--- config.mk ---
export PLATFORM = sky130hd
export DESIGN_NAME = vu_meter_peak_hold
export DESIGN_NICKNAME = d
export VERILOG_FILES = /design/src/rtl/vu_meter_peak_hold.sv
export SDC_FILE = /design/constraint.sdc
export NUM_CORES = 1
export LEC_CHECK = 0
export ABC_AREA = 0
export BUFFER_PORTS_ARGS = -buffer_cell sky130_fd_sc_hd__buf_2
export CAP_MARGIN = 20
export CORE_ASPECT_RATIO = 1.75
export CORE_MARGIN = 10
export CORE_UTILIZATION = 67
export CTS_CLUSTER_DIAMETER = 100
export CTS_CLUSTER_SIZE = 25
export DETAILED_ROUTE_END_ITERATION = 8
export MAX_ROUTING_LAYER = met4
export PLACE_DENSITY = 0.87
export RECOVER_POWER = 50
export SETUP_SLACK_MARGIN = 0.2
export SYNTH_ARGS = -nofsm -noshare
export SYNTH_HDL_FRONTEND = slang
export SYNTH_SLANG_ARGS = --single-unit
--- constraint.sdc ---
create_clock -name clk_i -period 9.2 [get_ports clk_i]
set_input_delay 1.84 -clock clk_i [delete_from_list [all_inputs] [get_ports clk_i]]
set_output_delay 1.84 -clock clk_i [all_outputs]
set_load 0.005 [all_outputs]
--- src/rtl/vu_meter_peak_hold.sv ---
// rtl/vu_meter_peak_hold.sv - N-LED VU meter with peak-hold dot and sticky clip detect
module vu_meter_peak_hold #(
   parameter int DATA_W       = 16,
   parameter int NUM_LEDS     = 8,
   parameter int CHANNEL_MODE = 2,
   parameter int DECAY_SHIFT  = 11,
   parameter int TH_BASE      = 64,
   parameter int CLIP_TH      = 2**(DATA_W-1)-2,
   parameter int LED_DIV      = 540000,
   parameter int HOLD_TICKS   = 25
) (
   input  logic                clk_i,
   input  logic                rst_i,
   input  logic                sample_stb_i,
   input  logic [DATA_W-1:0]   left_sample_i,
   input  logic [DATA_W-1:0]   right_sample_i,
   input  logic                bar_mode_i,
   input  logic                clip_clr_i,
   output logic [NUM_LEDS-1:0] leds_o,
   output logic                clip_o,
   output logic                tick_o
);

   localparam int MW = DATA_W - 1;
   localparam int LW = MW + DECAY_SHIFT;
   localparam int CW = $clog2(NUM_LEDS + 1);
   localparam int DW = (LED_DIV > 1) ? $clog2(LED_DIV) : 1;
   localparam int HW = (HOLD_TICKS > 0) ? $clog2(HOLD_TICKS + 1) : 1;
   localparam logic [MW-1:0] MAG_MAX = '1;

   if ((TH_BASE << (NUM_LEDS - 1)) > (2**(DATA_W-1) - 1)) begin : g_bad_threshold
      $error("TH_BASE << (NUM_LEDS-1) exceeds the largest sample magnitude");
   end

   // The most negative sample negates onto itself; it saturates to full scale.
   function automatic logic [MW-1:0] abs_sat(input logic [DATA_W-1:0] s);
      logic [DATA_W-1:0] n;
      n = ~s + DATA_W'(1);
      if (!s[DATA_W-1])
         return s[MW-1:0];
      else if (n[DATA_W-1])
         return MAG_MAX;
      else
         return n[MW-1:0];
   endfunction

   logic [MW-1:0]       mag_l;
   logic [MW-1:0]       mag_r;
   logic [MW-1:0]       mag;
   logic [LW-1:0]       level_q;
   logic [LW-1:0]       attack;
   logic [LW-1:0]       decayed;
   logic [MW-1:0]       env;
   logic [CW-1:0]       cur;
   logic [DW-1:0]       div_q;
   logic                tick_now;
   logic [CW-1:0]       peak_q;
   logic [HW-1:0]       hold_q;
   logic [NUM_LEDS-1:0] leds_nxt;

   always_comb begin
      mag_l = abs_sat(left_sample_i);
      mag_r = abs_sat(right_sample_i);
      if (CHANNEL_MODE == 0)
         mag = mag_l;
      else if (CHANNEL_MODE == 1)
         mag = mag_r;
      else
         mag = (mag_l > mag_r) ? mag_l : mag_r;
   end

   assign attack  = LW'(mag) << DECAY_SHIFT;
   assign decayed = level_q - (level_q >> DECAY_SHIFT);
   assign env     = MW'(level_q >> DECAY_SHIFT);

   always_ff @(posedge clk_i or posedge rst_i) begin
      if (rst_i)
         level_q <= '0;
      else if (sample_stb_i)
         level_q <= (attack > level_q) ? attack : decayed;
   end

   // Thresholds double per LED, so the count of passed thresholds is the bar height.
   always_comb begin
      cur = '0;
      for (int k = 0; k < NUM_LEDS; k++) begin
         if (32'(env) >= 32'(TH_BASE << k))
            cur = cur + CW'(1);
      end
   end

   assign tick_now = (div_q == DW'(LED_DIV - 1));

   always_ff @(posedge clk_i or posedge rst_i) begin
      if (rst_i) begin
         div_q  <= '0;
         tick_o <= 1'b0;
      end else begin
         tick_o <= tick_now;
         div_q  <= tick_now ? '0 : div_q + DW'(1);
      end
   end

   always_comb begin
      leds_nxt = '0;
      for (int k = 0; k < NUM_LEDS; k++) begin
         if (bar_mode_i ? (k < int'(cur)) : (k == int'(cur) - 1))
            leds_nxt[k] = 1'b1;
         if (k == int'(peak_q) - 1)
            leds_nxt[k] = 1'b1;
      end
   end

   // leds_nxt is built from the peak before this tick's update.
   always_ff @(posedge clk_i or posedge rst_i) begin
      if (rst_i) begin
         peak_q <= '0;
         hold_q <= '0;
         leds_o <= '0;
      end else if (tick_now) begin
         leds_o <= leds_nxt;
         if (cur >= peak_q) begin
            peak_q <= cur;
            hold_q <= HW'(HOLD_TICKS);
         end else if (hold_q != '0) begin
            hold_q <= hold_q - HW'(1);
         end else begin
            peak_q <= peak_q - CW'(1);
         end
      end
   end

   always_ff @(posedge clk_i or posedge rst_i) begin
      if (rst_i)
         clip_o <= 1'b0;
      else if (sample_stb_i && (32'(mag) >= 32'(CLIP_TH)))
         clip_o <= 1'b1;
      else if (clip_clr_i)
         clip_o <= 1'b0;
   end

endmodule

# ---- Word-level counts from Yosys, hierarchy flattened
# Cells that the tools add are included.
# W data, S select, Z words.
dict set report totals {
  in_bits 37
  wordCells 113
  output_inout_bits 10
  regBits 65
}
dict set report op_classes {
  mux 45
  eq_ne 16
  n_addsub 15
  n_bitwise 2
  reduce_logical 8
  magnitude_cmp 20
}
# op n
set op_table {}
lappend op_table {{$mux W15} 5}
lappend op_table {{$logic_not A32 Y1} 2}
lappend op_table {{$eq A4 B5 Y1 const A} 8}
lappend op_table {{$mux W4} 9}
lappend op_table {{$add A16 B1 Y16 const B} 2}
lappend op_table {{$not A16 Y16} 2}
lappend op_table {{$add A4 B1 Y4 const B} 7}
lappend op_table {{$mux W1} 27}
lappend op_table {{$gt A26 B26 Y1} 1}
lappend op_table {{$mux W26} 1}
lappend op_table {{$sub A26 B15 Y26} 1}
lappend op_table {{$add A20 B1 Y20 const B} 1}
lappend op_table {{$eq A20 B20 Y1 const B} 1}
lappend op_table {{$eq A3 B5 Y1 const A} 4}
lappend op_table {{$mux W20} 1}
lappend op_table {{$lt A3 B4 Y1 const A} 4}
lappend op_table {{$ge A15 B10 Y1 const B} 1}
lappend op_table {{$ge A15 B11 Y1 const B} 1}
lappend op_table {{$ge A15 B12 Y1 const B} 1}
lappend op_table {{$ge A15 B13 Y1 const B} 1}
lappend op_table {{$ge A15 B14 Y1 const B} 1}
lappend op_table {{$ge A15 B15 Y1 const B} 1}
lappend op_table {{$ge A15 B7 Y1 const B} 1}
lappend op_table {{$ge A15 B8 Y1 const B} 1}
lappend op_table {{other kinds (15)} 22}

# ---- Logic depth before layout (Yosys ltp)
# Gate-level depths: netlist (run 1).
dict set report depth {
  depth_word 21
  depth_mapped 33
  mapped_depth_nobuf 32
}

# ---- Worst setup path after synthesis (run 1)
# No wires, ideal clock.
dict set report synth_timing {
  path_kind {input port to flip-flop}
  from {in left_sample_i[3]}
  to {reg level_q[21]}
  setup_time_ns 0.137
  arrival_time_ns 7.209
  n_path_buf 3
  path_slack_ns 1.854
  stages 27
  t_required_ns 9.063
  cell_sequence {nor3_1 nand4_1 or4_1 clkbuf_1 a21oi_1 a21oi_1 inv_1 ha_1 nor2b_1 o21a_1 o21a_1 o221ai_1 o211ai_1 nand2_1 clkbuf_1 mux2i_1 ha_1 a21o_1 a21oi_1 a21oi_1 a211oi_1 nor2_1 o21ai_1 clkbuf_1 o21ai_0 a21oi_1 a21oi_1}
}
dict set report synth_via {
  elab_chain_cells 8
}
# element line_no
set synth_lines {}
lappend synth_lines {{start, declared} 15} ;# input logic [DATA_W-1:0] left_sample_i,
lappend synth_lines {{$not A16 Y16} 38} ;# n = ~s + DATA_W'(1);
lappend synth_lines {{$add A16 B1 Y16} 38}
lappend synth_lines {{$mux W15} 41} ;# else if (n[DATA_W-1])
lappend synth_lines {{$mux W15 *} 39} ;# if (!s[DATA_W-1])
lappend synth_lines {{$gt A15 B15 Y1} 69} ;# mag = (mag_l > mag_r) ? mag_l : mag_r;
lappend synth_lines {{$mux W15 *} 69}
lappend synth_lines {{$gt A26 B26 Y1} 80} ;# level_q <= (attack > level_q) ? attack : decayed;
lappend synth_lines {{$mux W26 *} 80}
lappend synth_lines {{end signal, assigned} 80}
lappend synth_lines {{end, declared} 50} ;# logic [LW-1:0] level_q;
# Every way passes the cells marked *; elsewhere a longest branch is shown, timed or not.
# A chain may end at the register's enable or synchronous reset.

# ---- Final worst setup path (run 1)
dict set report layout_timing {
  from {in right_sample_i[3]}
  to {reg level_q[15]}
}
dict set report layout_via {
  elab_chain_cells 8
}
# element line_no
set layout_lines {}
lappend layout_lines {{start, declared} 16} ;# input logic [DATA_W-1:0] right_sample_i,
lappend layout_lines {{$not A16 Y16} 38}
lappend layout_lines {{$add A16 B1 Y16} 38}
lappend layout_lines {{$mux W15} 41}
lappend layout_lines {{$mux W15 *} 39}
lappend layout_lines {{$gt A15 B15 Y1} 69}
lappend layout_lines {{$mux W15 *} 69}
lappend layout_lines {{$gt A26 B26 Y1} 80}
lappend layout_lines {{$mux W26 *} 80}
# Marks and branches as above.

==> results of run 1 <==
## metal layers
metal | vias to the layer above | routed length [microns]
li1 | 3012 | -
met1 | 2969 | 6293
met2 | 207 | 9544
met3 | 68 | 597
met4 | 0 | 818
met5 | - | 0
## stage by stage
step | instances | hold WS [ns]
5_1_grt | 977 | 0.4831
4_1_cts | 977 | 0.4649
2_1_floorplan | 813 | 0.4239
3_5_place_dp | 961 | 0.4572
3_3_place_gp | 961 | 0.4394
6_report | 977 | 0.4592
## power breakdown
part / internal, uW / switching [uW] / leakage [uW]
clock network: 214 / 140 / 0.000145
registers: 344 / 76.4 / 0.000791
logic: 440 / 645 / 0.00242
## logic make-up after synthesis
group                      after synthesis  synth area share
and+or+nand+nor                        292            0.2306
adders and majority gates               66            0.1291
buffers and inverters                   97           0.06108
xor gates and xnor gates                56           0.07834
muxes                                   22           0.03510
AOI/OAI and AO/OA                      215            0.2137
DFF                                     65            0.2521
## cell type report
class                      instances  area, sq um  share of cell area
multi-input combinational        651         4436              0.6289
sequential                        65         1627              0.2306
inverter                          72        270.3             0.03832
timing repair buffer              51        260.3             0.03690
clock buffer                       9        225.2             0.03193
tap                              122        152.6             0.02164
clock inverter                     7        82.58             0.01171
## flip-flops by register name, summed over array words and instances, names as in the netlist
signal / flops
peak_q: 4
level_q: 26
div_q: 20
leds_o: 8
tick_o: 1
clip_o: 1
hold_q: 5
## cells in the mapped netlist (all sizes together), types with 6 or more instances
cell,instances,area [sq um]
a21o,21,157.7
a21oi,67,335.3
a31oi,11,68.82
and2,12,75.07
and3,9,56.30
clkbuf,20,75.07
dfrtp,65,1627
ha,65,813.3
inv,70,262.8
mux2i,17,170.2
nand2,74,277.8
nand3,34,170.2
nand4,19,118.9
nor2,69,274.0
nor2b,6,37.54
nor3,12,60.06
nor4,16,115.1
o21a,7,52.55
o21ai,43,226.5
o22ai,17,106.4
o31ai,12,100.1
or3,12,75.07
xnor2,30,270.3
xor2,26,235.2
## path summary, 6_finish.rpt
| kind | endpoint | depth (start not counted) | startpoint |
|---|---|---|---|
| max in group asynchronous | div_q[19] | 3 | rst_i |
| setup / recovery | level_q[15] | 24 | right_sample_i[3] |
| hold / removal | div_q[0] | 1 | div_q[0] |
| setup reg to reg | peak_q[1] | 29 | level_q[25] |
| hold reg to reg | div_q[0] | 1 | div_q[0] |
| min in group asynchronous | leds_o[2] | 2 | rst_i |
## worst reg2reg max path, delay by kind of cell (launching register included)
family                   cells  cell delay (ns)
buffers and inverters        2             0.21
AND/OR/NAND/NOR              8             1.70
XOR/XNOR                     2             0.85
adder cells (fa/ha/maj)      6             1.71
flip-flops                   1             0.50
AO/OA/AOI/OAI               11             2.23
==> impl_metrics.env, run 1 <==
export IMPL_first_iter_violations=375
export IMPL_synth_main_ff_cell="dfrtp_1"
export IMPL_ys_warn_count=0
export IMPL_min_period_ns=7.951
export IMPL_grt_busiest_layer="met2"
export IMPL_antenna_found_initial=0
export IMPL_synthDistinctLibCells=70
export IMPL_cp_required_ns=9.36
export IMPL_pre_cts_ws_ns=1.052
export IMPL_dpl_cell_area_sq_mm=0.006759
export IMPL_postSynthCellCount=813
export IMPL_synth_edff_count=0
export IMPL_powerDensity_mw_per_mm2=263.7
export IMPL_final_common_cell="nand2_1"
export IMPL_vias=6256
export IMPL_start_util=0.6815
export IMPL_die_w_microns=94.19
export IMPL_cp_cell_sequence="buf_2, or3_1, nor4_4, or4b_2, nor2_1, nor2_1, o21ai_1, ha_1, nand4_1, nor4_1, o221ai_1, o211ai_1, nand2_1, mux2_2, ha_1, nor4b_1, nand4_1, nor4_1, a21oi_1, o21ai_2, buf_4, nand2b_1, o32ai_1, a21oi_1"
export IMPL_avgViaCountPerCell=6.403
export IMPL_h_tree_depth=3
export IMPL_slew_violations=42
export IMPL_firstDrtPassIters=8
export IMPL_gr_usage_met1=0.2404
export IMPL_drt_total_wl_microns=17250
export IMPL_fill_cells=731
export IMPL_finalHoldViolations=0
export IMPL_status="complete, but fails checks"
export IMPL_cts_tree="built"
export IMPL_grt_max_degree=54
export IMPL_cp_slowest_cell="or4b_2"
export IMPL_critPathMaxFanout=26
export IMPL_routabilityCongestion=0.9647
export IMPL_synth_avg_cell_area_sq_um=7.937
export IMPL_fmax_mhz=125.8
export IMPL_core_sq_mm=0.009468
export IMPL_relSlewSlack=-0.4492
export IMPL_setup_viol=0
export IMPL_cts_buffer_depth=2
export IMPL_r2r_slack_ns=1.92
export IMPL_port_buffers=46
export IMPL_ir_drop_mv=0.1368
export IMPL_setup_ws_ns=1.249
export IMPL_endpoint_kind="flip-flop"
export IMPL_worst_pin_slew_ns=2.174
export IMPL_p_total_uw=1860
export IMPL_cts_hold_buf=0
export IMPL_leakage_uw=0.003359
export IMPL_violations="capacitance limit, slew limit"
export IMPL_fin_tns_setup_ns=0
export IMPL_ys_seq_area_frac=0.2521
export IMPL_overflow=0
export IMPL_post_cts_buffers=0
export IMPL_drc_errors=0
export IMPL_die_h_microns=149.8
export IMPL_numCtsBuffers=9
export IMPL_wl_per_cell_microns=17.66
export IMPL_antenna_left=0
export IMPL_ctsResizeCount=0
export IMPL_cp_start_kind="input pin"
export IMPL_skew_ns=0.006073
export IMPL_num_antenna_cells=0
export IMPL_drive_gt1_frac=0.1029
export IMPL_utilization=0.7449
export IMPL_netlist_area_sq_mm=0.006452
export IMPL_io_pins=47
export IMPL_synth_seq_cells=65
export IMPL_path_buf_inv=2
export IMPL_critical_path_max_stage_delay_ns=0.64
export IMPL_critPathKind="in -> reg"
export IMPL_critical_path_arrival_ns=8.11
export IMPL_use_met2=0.4741
export IMPL_use_met3=0.03460
export IMPL_place_hpwl_microns=13630
export IMPL_syn_nets=916
export IMPL_path_clk_slew_ns=0.06
export IMPL_clk_latency_ns=0.34
export IMPL_grt_pass1_wl_microns=28950
export IMPL_grt_pass1_vias=6495
export IMPL_row_count=47
export IMPL_areaGrowthSynthToFinish_pct=9.308
export IMPL_design_area_sq_mm=0.007053
export IMPL_cap_violations=1
export IMPL_ctsRootBufferMaster="clkbuf_16"
export IMPL_numClockSinks=65
export IMPL_layout_common_cells="nand2_1 (74), inv_1 (70), nor2_1 (67), a21oi_1 (67)"
export IMPL_critical_path_top_delay_family="simple AND/OR/NAND/NOR gates"
export IMPL_final_nets=953
export IMPL_holdCritPathClass="reg -> reg"
export IMPL_rsz0062_at_grt="no"
export IMPL_grt_usage=0.2562
export IMPL_finalCritPeriodShare=0.8642
export IMPL_async_flop_share=1.000
export IMPL_die_area_sq_mm=0.01411
Power figures use the tool's default switching activity.
==> run 2: changes to the inputs <==
--- a/config.mk
+++ b/config.mk
@@ -16,7 +16,6 @@
 export DETAILED_ROUTE_END_ITERATION = 8
 export MAX_ROUTING_LAYER = met4
 export PLACE_DENSITY = 0.87
-export RECOVER_POWER = 50
 export SETUP_SLACK_MARGIN = 0.2
 export SYNTH_ARGS = -nofsm -noshare
 export SYNTH_HDL_FRONTEND = slang
==> run 2 against run 1 <==
The run now ends clean. Global-route usage stayed put. Critical path type unchanged. Setup slack worse by 0.028 ns. Die area unchanged. Hold slack is essentially flat. Critical path depth unchanged. Clock power about the same. Sequential share of layout area about the same. First-iteration DRC count grew 3.5%. Fmax down 0.36%. Highest routed layer unchanged. Flip-flop and latch count stayed put.
==> impl_metrics.env, run 2 (synthesized netlist as in run 1, its figures left out) <==
export IMPL_finalCritPeriodShare=0.8673
export IMPL_cp_start_kind="input pin"
export IMPL_overflow=0
export IMPL_critical_path_max_stage_delay_ns=0.64
export IMPL_relSlewSlack=0.3958
export IMPL_fmax_mhz=125.3
export IMPL_io_pins=47
export IMPL_final_cells=977
export IMPL_skew_ns=0.005503
export IMPL_cap_violations=0
export IMPL_leakage_uw=0.003367
export IMPL_cp_required_ns=9.37
export IMPL_largest_reg_flops=26
export IMPL_dp_cells=961
export IMPL_drc_errors=0
export IMPL_critPathKind="in -> reg"
export IMPL_row_count=47
export IMPL_slew_violations=0
export IMPL_h_tree_depth=3
export IMPL_grt_pass1_vias=6495
export IMPL_die_area_sq_mm=0.01411
export IMPL_reg_top3="level_q: 26 flops, div_q: 20 flops, leds_o: 8 flops"
export IMPL_regMostFlops="level_q"
export IMPL_cts_tree="built"
export IMPL_endpoint_kind="flip-flop"
export IMPL_holdCritPathClass="reg -> reg"
export IMPL_wl_per_cell_microns=17.63
export IMPL_vias=6244
export IMPL_cts_buffer_depth=2
export IMPL_layout_common_cells="nand2_1 (74), inv_1 (69), nor2_1 (67), a21oi_1 (67)"
export IMPL_core_sq_mm=0.009468
export IMPL_setup_viol=0
export IMPL_critical_path_top_delay_family="simple AND/OR/NAND/NOR gates"
export IMPL_port_buffers=46
export IMPL_cts_hold_buf=0
export IMPL_numClockSinks=65
export IMPL_cp_cell_sequence="buf_2, or3_1, nor4_4, or4b_2, nor2_1, nor2_1, o21ai_1, ha_1, nand4_1, nor4_1, o221ai_1, o211ai_1, nand2_1, mux2_2, ha_1, nor4b_1, nand4_1, nor4_1, a21oi_1, o21ai_2, buf_4, nand2b_1, o32ai_1, a21oi_1"
export IMPL_numCtsBuffers=9
export IMPL_antenna_found_initial=0
export IMPL_grt_usage=0.2562
export IMPL_p_total_uw=1860
export IMPL_status="finished, final reports clean"
export IMPL_rsz0062_at_grt="no"
export IMPL_drt_total_wl_microns=17220
export IMPL_critPathMaxFanout=26
export IMPL_powerDensity_mw_per_mm2=263.1
export IMPL_fin_hold_ws_ns=0.4590
export IMPL_place_hpwl_microns=13630
export IMPL_routabilityCongestion=0.9647
export IMPL_die_w_microns=94.19
export IMPL_clk_latency_ns=0.34
export IMPL_grt_pass1_wl_microns=28950
export IMPL_dpl_cell_area_sq_mm=0.006759
export IMPL_finalHoldViolations=0
export IMPL_avgViaCountPerCell=6.391
export IMPL_die_h_microns=149.8
export IMPL_first_iter_violations=388
export IMPL_cp_slowest_cell="or4b_2"
export IMPL_path_clk_slew_ns=0.06
export IMPL_final_nets=953
export IMPL_final_common_cell="nand2_1"
export IMPL_ctsRootBufferMaster="clkbuf_16"
export IMPL_start_util=0.6815
export IMPL_antenna_left=0
export IMPL_path_buf_inv=2
export IMPL_critical_path_arrival_ns=8.15
export IMPL_design_area_sq_mm=0.007067
export IMPL_areaGrowthSynthToFinish_pct=9.521
export IMPL_min_period_ns=7.979
export IMPL_firstDrtPassIters=6
export IMPL_grt_max_degree=54
export IMPL_fin_tns_setup_ns=0
export IMPL_drive_gt1_frac=0.1076
export IMPL_post_cts_buffers=0
export IMPL_num_antenna_cells=0
export IMPL_ctsResizeCount=0
export IMPL_ir_drop_mv=0.1387
export IMPL_worst_pin_slew_ns=0.9063
[run 2: cell count changes in the layout (fill, tap and decap cells not counted), sizes merged]
cell / change
clkbuf: -2
buf: +2
[run 2: per-layer routing]
layer | part of all wire | GRT usage | up-vias
li1 | - | - | 3018
met1 | 0.36 | 0.2404 | 2966
met2 | 0.55 | 0.4741 | 197
met3 | 0.034 | 0.03460 | 63
met4 | 0.047 | 0.1504 | 0
met5 | 0 | - | -
[run 2: path summary, 6_finish.rpt]
path                                   start     endpoint  slack [ns]  depth (start not counted)
setup reg to reg                 level_q[25]    peak_q[1]        1.95                         29
setup / recovery           right_sample_i[3]  level_q[15]        1.22                         24
hold reg to reg                     div_q[0]     div_q[0]        0.46                          1
max in group asynchronous              rst_i    div_q[14]        6.73                          3
hold / removal                      div_q[0]     div_q[0]        0.46                          1
min in group asynchronous              rst_i    leds_o[2]        1.55                          2
[run 2: per-stage QoR]
| step | setup slack (ns) | utilization |
|---|---|---|
| 6_report | 1.221 | 0.7464 |
| 3_3_place_gp | 1.339 | 0.7139 |
| 4_1_cts | 1.369 | 0.7464 |
| 5_1_grt | 0.8454 | 0.7464 |
| 3_5_place_dp | 1.052 | 0.7139 |
| 2_1_floorplan | 1.854 | - |
[run 2: final cells by class]
cell class / count / area (sq um)
Clock buffer: 9 / 225.2
Multi-Input combinational cell: 651 / 4442
Clock inverter: 7 / 82.58
Inverter: 72 / 270.3
Sequential cell: 65 / 1627
Timing Repair Buffer: 51 / 267.8
Fill cell: 726 / 2401
Tap cell: 122 / 152.6
[run 2: power breakdown]
group	internal [uW]	switching, uW	total, uW
clock	214	141	355
sequential	344	77.0	421
combinational	440	643	1080
total	999	861	1860
==> run 3: changes to the inputs <==
--- a/config.mk
+++ b/config.mk
@@ -5,17 +5,20 @@
 export SDC_FILE = /design/constraint.sdc
 export NUM_CORES = 1
 export LEC_CHECK = 0
-export ABC_AREA = 0
+export ABC_AREA = 1
+export ABC_CLOCK_PERIOD_IN_PS = 9200
 export BUFFER_PORTS_ARGS = -buffer_cell sky130_fd_sc_hd__buf_2
 export CAP_MARGIN = 20
+export CELL_PAD_IN_SITES_DETAIL_PLACEMENT = 0
+export CELL_PAD_IN_SITES_GLOBAL_PLACEMENT = 1
 export CORE_ASPECT_RATIO = 1.75
 export CORE_MARGIN = 10
-export CORE_UTILIZATION = 67
+export CORE_UTILIZATION = 48
 export CTS_CLUSTER_DIAMETER = 100
 export CTS_CLUSTER_SIZE = 25
 export DETAILED_ROUTE_END_ITERATION = 8
 export MAX_ROUTING_LAYER = met4
-export PLACE_DENSITY = 0.87
+export PLACE_DENSITY_LB_ADDON = 0.1
 export SETUP_SLACK_MARGIN = 0.2
 export SYNTH_ARGS = -nofsm -noshare
 export SYNTH_HDL_FRONTEND = slang
==> run 3 against run 2 <==
Global-route usage decreased by 4.4 points. Fmax increased by 14%. Sequential share of layout area decreased by 0.66 points. Critical path type unchanged. Flip-flop and latch count unchanged. Combinational power increased by 74%. Hold slack improved by 0.0072 ns.
==> impl_metrics.env, run 3 <==
export IMPL_firstDrtPassIters=6
export IMPL_critical_path_arrival_ns=7.22
export IMPL_drt_total_wl_microns=19150
export IMPL_start_util=0.4894
export IMPL_post_cts_buffers=0
export IMPL_place_hpwl_microns=15900
export IMPL_powerDensity_mw_per_mm2=359.3
export IMPL_hp_start="div_q[19]"
export IMPL_netlist_area_sq_mm=0.006584
export IMPL_holdPathEnd="div_q[19]"
export IMPL_areaGrowthSynthToFinish_pct=10.53
export IMPL_skew_ns=0.01343
export IMPL_first_iter_violations=329
export IMPL_synth_top_area_frac=0.2471
export IMPL_synth_seq_cells=65
export IMPL_cap_violations=0
export IMPL_min_path_cells=1
export IMPL_ir_drop_mv=0.2018
export IMPL_ys_seq_area_frac=0.2471
export IMPL_cts_buffer_depth=2
export IMPL_pre_cts_ws_ns=1.859
export IMPL_cp_required_ns=9.39
export IMPL_cts_tree="built"
export IMPL_regMostFlops="level_q"
export IMPL_setup_viol=0
export IMPL_postSynthCellCount=995
export IMPL_critical_path_max_stage_delay_ns=0.45
export IMPL_relSlewSlack=0.4288
export IMPL_multi_input_area_sq_mm=0.004322
export IMPL_min_period_ns=7.026
export IMPL_port_buffers=46
export IMPL_largest_reg_flops=26
export IMPL_ctsRootBufferMaster="clkbuf_16"
export IMPL_setup_ws_ns=2.174
export IMPL_utilization=0.5409
export IMPL_synth_main_ff_cell="dfrtp_1"
export IMPL_async_flop_share=1.000
export IMPL_dp_cells=1203
export IMPL_wl_per_cell_microns=15.71
export IMPL_cp_start_kind="input pin"
export IMPL_row_count=56
export IMPL_drive_gt1_frac=0.1033
export IMPL_die_h_microns=174.9
export IMPL_critPathMaxFanout=25
export IMPL_fin_tns_setup_ns=0
export IMPL_grt_pass1_vias=6781
export IMPL_cts_hold_buf=0
export IMPL_reg_top3="level_q: 26 flops, div_q: 20 flops, leds_o: 8 flops"
export IMPL_r2r_start="level_q[21]"
export IMPL_drc_errors=0
export IMPL_path_clk_slew_ns=0.06
export IMPL_reg2reg_to="hold_q[3]"
export IMPL_finalCritPeriodShare=0.7637
export IMPL_fmax_mhz=142.3
export IMPL_num_antenna_cells=0
export IMPL_holdCritPathClass="reg -> reg"
export IMPL_numClockSinks=65
export IMPL_h_tree_depth=3
export IMPL_die_area_sq_mm=0.01899
export IMPL_synth_avg_cell_area_sq_um=6.617
export IMPL_clk_latency_ns=0.34
export IMPL_cp_slowest_cell="inv_1"
export IMPL_grt_max_degree=66
export IMPL_r2r_slack_ns=2.36
export IMPL_ys_top_cells_by_count="nand2_1 (197), inv_1 (145), nor2_1 (103)"
export IMPL_leakage_uw=0.003807
export IMPL_reg2reg_depth=39
export IMPL_overflow=0
export IMPL_fill_cells=1457
export IMPL_critPathKind="in -> reg"
export IMPL_status="finished, final reports clean"
export IMPL_finalHoldViolations=0
export IMPL_antenna_found_initial=0
export IMPL_ys_warn_count=0
export IMPL_yosys_area_top_type="dfrtp_1"
export IMPL_layout_common_cells="nand2_1 (197), inv_1 (144), nor2_1 (103)"
export IMPL_yosys_top_cells_area="dfrtp_1 (25%), ha_1 (12%), nand2_1 (11%), inv_1 (8.3%), o21ai_0 (5.9%)"
export IMPL_rsz0062_at_grt="no"
export IMPL_syn_nets=1098
export IMPL_final_nets=1143
export IMPL_die_w_microns=108.5
export IMPL_grt_usage=0.2117
export IMPL_final_cells=1219
export IMPL_io_pins=47
export IMPL_yosysMostFrequentCell="nand2_1"
export IMPL_ctsResizeCount=0
export IMPL_avgViaCountPerCell=5.468
export IMPL_numCtsBuffers=9
export IMPL_endpoint_kind="flip-flop"
export IMPL_synthDistinctLibCells=47
export IMPL_seq_area_sq_mm=0.001627
export IMPL_synth_edff_count=0
export IMPL_core_sq_mm=0.01345
export IMPL_vias=6665
export IMPL_final_common_cell="nand2_1"
export IMPL_routabilityCongestion=0.9191
export IMPL_grt_pass1_wl_microns=31640
export IMPL_antenna_left=0
export IMPL_worst_pin_slew_ns=0.8569
export IMPL_slew_violations=0
-- run 3: worst max-delay path by stage --
stage                     cells after the start              start  slack (ns)          end
after floorplan                              36   left_sample_i[0]        3.02  level_q[20]
final                                        35   left_sample_i[1]        2.17  level_q[21]
after global placement                       35   left_sample_i[1]        1.82  level_q[21]
after detailed placement                     26  left_sample_i[15]        1.86  level_q[21]
after global routing                         35   left_sample_i[1]        1.40  level_q[19]
after CTS                                    26  left_sample_i[15]        2.20  level_q[21]
-- run 3: through the flow --
step / total power, uW / area [sq um] / hold WS, ns
2_1_floorplan: 1821 / 6584 / 0.4331
3_3_place_gp: 2273 / 6997 / 0.4568
3_5_place_dp: 2279 / 6997 / 0.4646
4_1_cts: 2619 / 7277 / 0.4716
5_1_grt: 2897 / 7277 / 0.4991
6_report: 2615 / 7277 / 0.4662
-- run 3: report_power, final --
part | total [uW] | internal (uW) | switching, uW
sequential | 407 | 343 | 63.7
clock | 328 | 186 | 142
combinational | 1880 | 625 | 1260
-- run 3: per-layer routing --
layer	global-route usage	vias up	part of all wire
met2	0.4119	152	0.57
met1	0.1838	3048	0.35
met3	0.02211	54	0.026
li1	-	3411	-
met5	-	-	0
met4	0.1275	0	0.056
-- run 3: logic make-up (layout without fill, tap and decap cells) --
logic type | count (synthesis) | count (layout) | synth area share
AO/OA/AOI/OAI | 185 | 185 | 0.1568
XOR/XNOR | 32 | 32 | 0.04257
adder cells (fa/ha/maj) | 66 | 66 | 0.1266
buffers and inverters | 169 | 219 | 0.09654
flip-flops | 65 | 65 | 0.2471
AND/OR/NAND/NOR | 478 | 478 | 0.3305
-- run 3: layout make-up --
type / count / share of cell area
multi-input combinational: 761 / 0.5939
sequential: 65 / 0.2235
inverter: 154 / 0.07944
timing repair buffer: 49 / 0.03473
clock buffer: 10 / 0.03146
tap: 174 / 0.02992
clock inverter: 6 / 0.007050
-- run 3: worst max-delay path: cells and delay by family --
family                     cells  cell delay [ns]
AOI/OAI and AO/OA              6             1.14
and+or+nand+nor               18             2.07
adders and majority gates      3             0.88
buffers and inverters          8             1.26
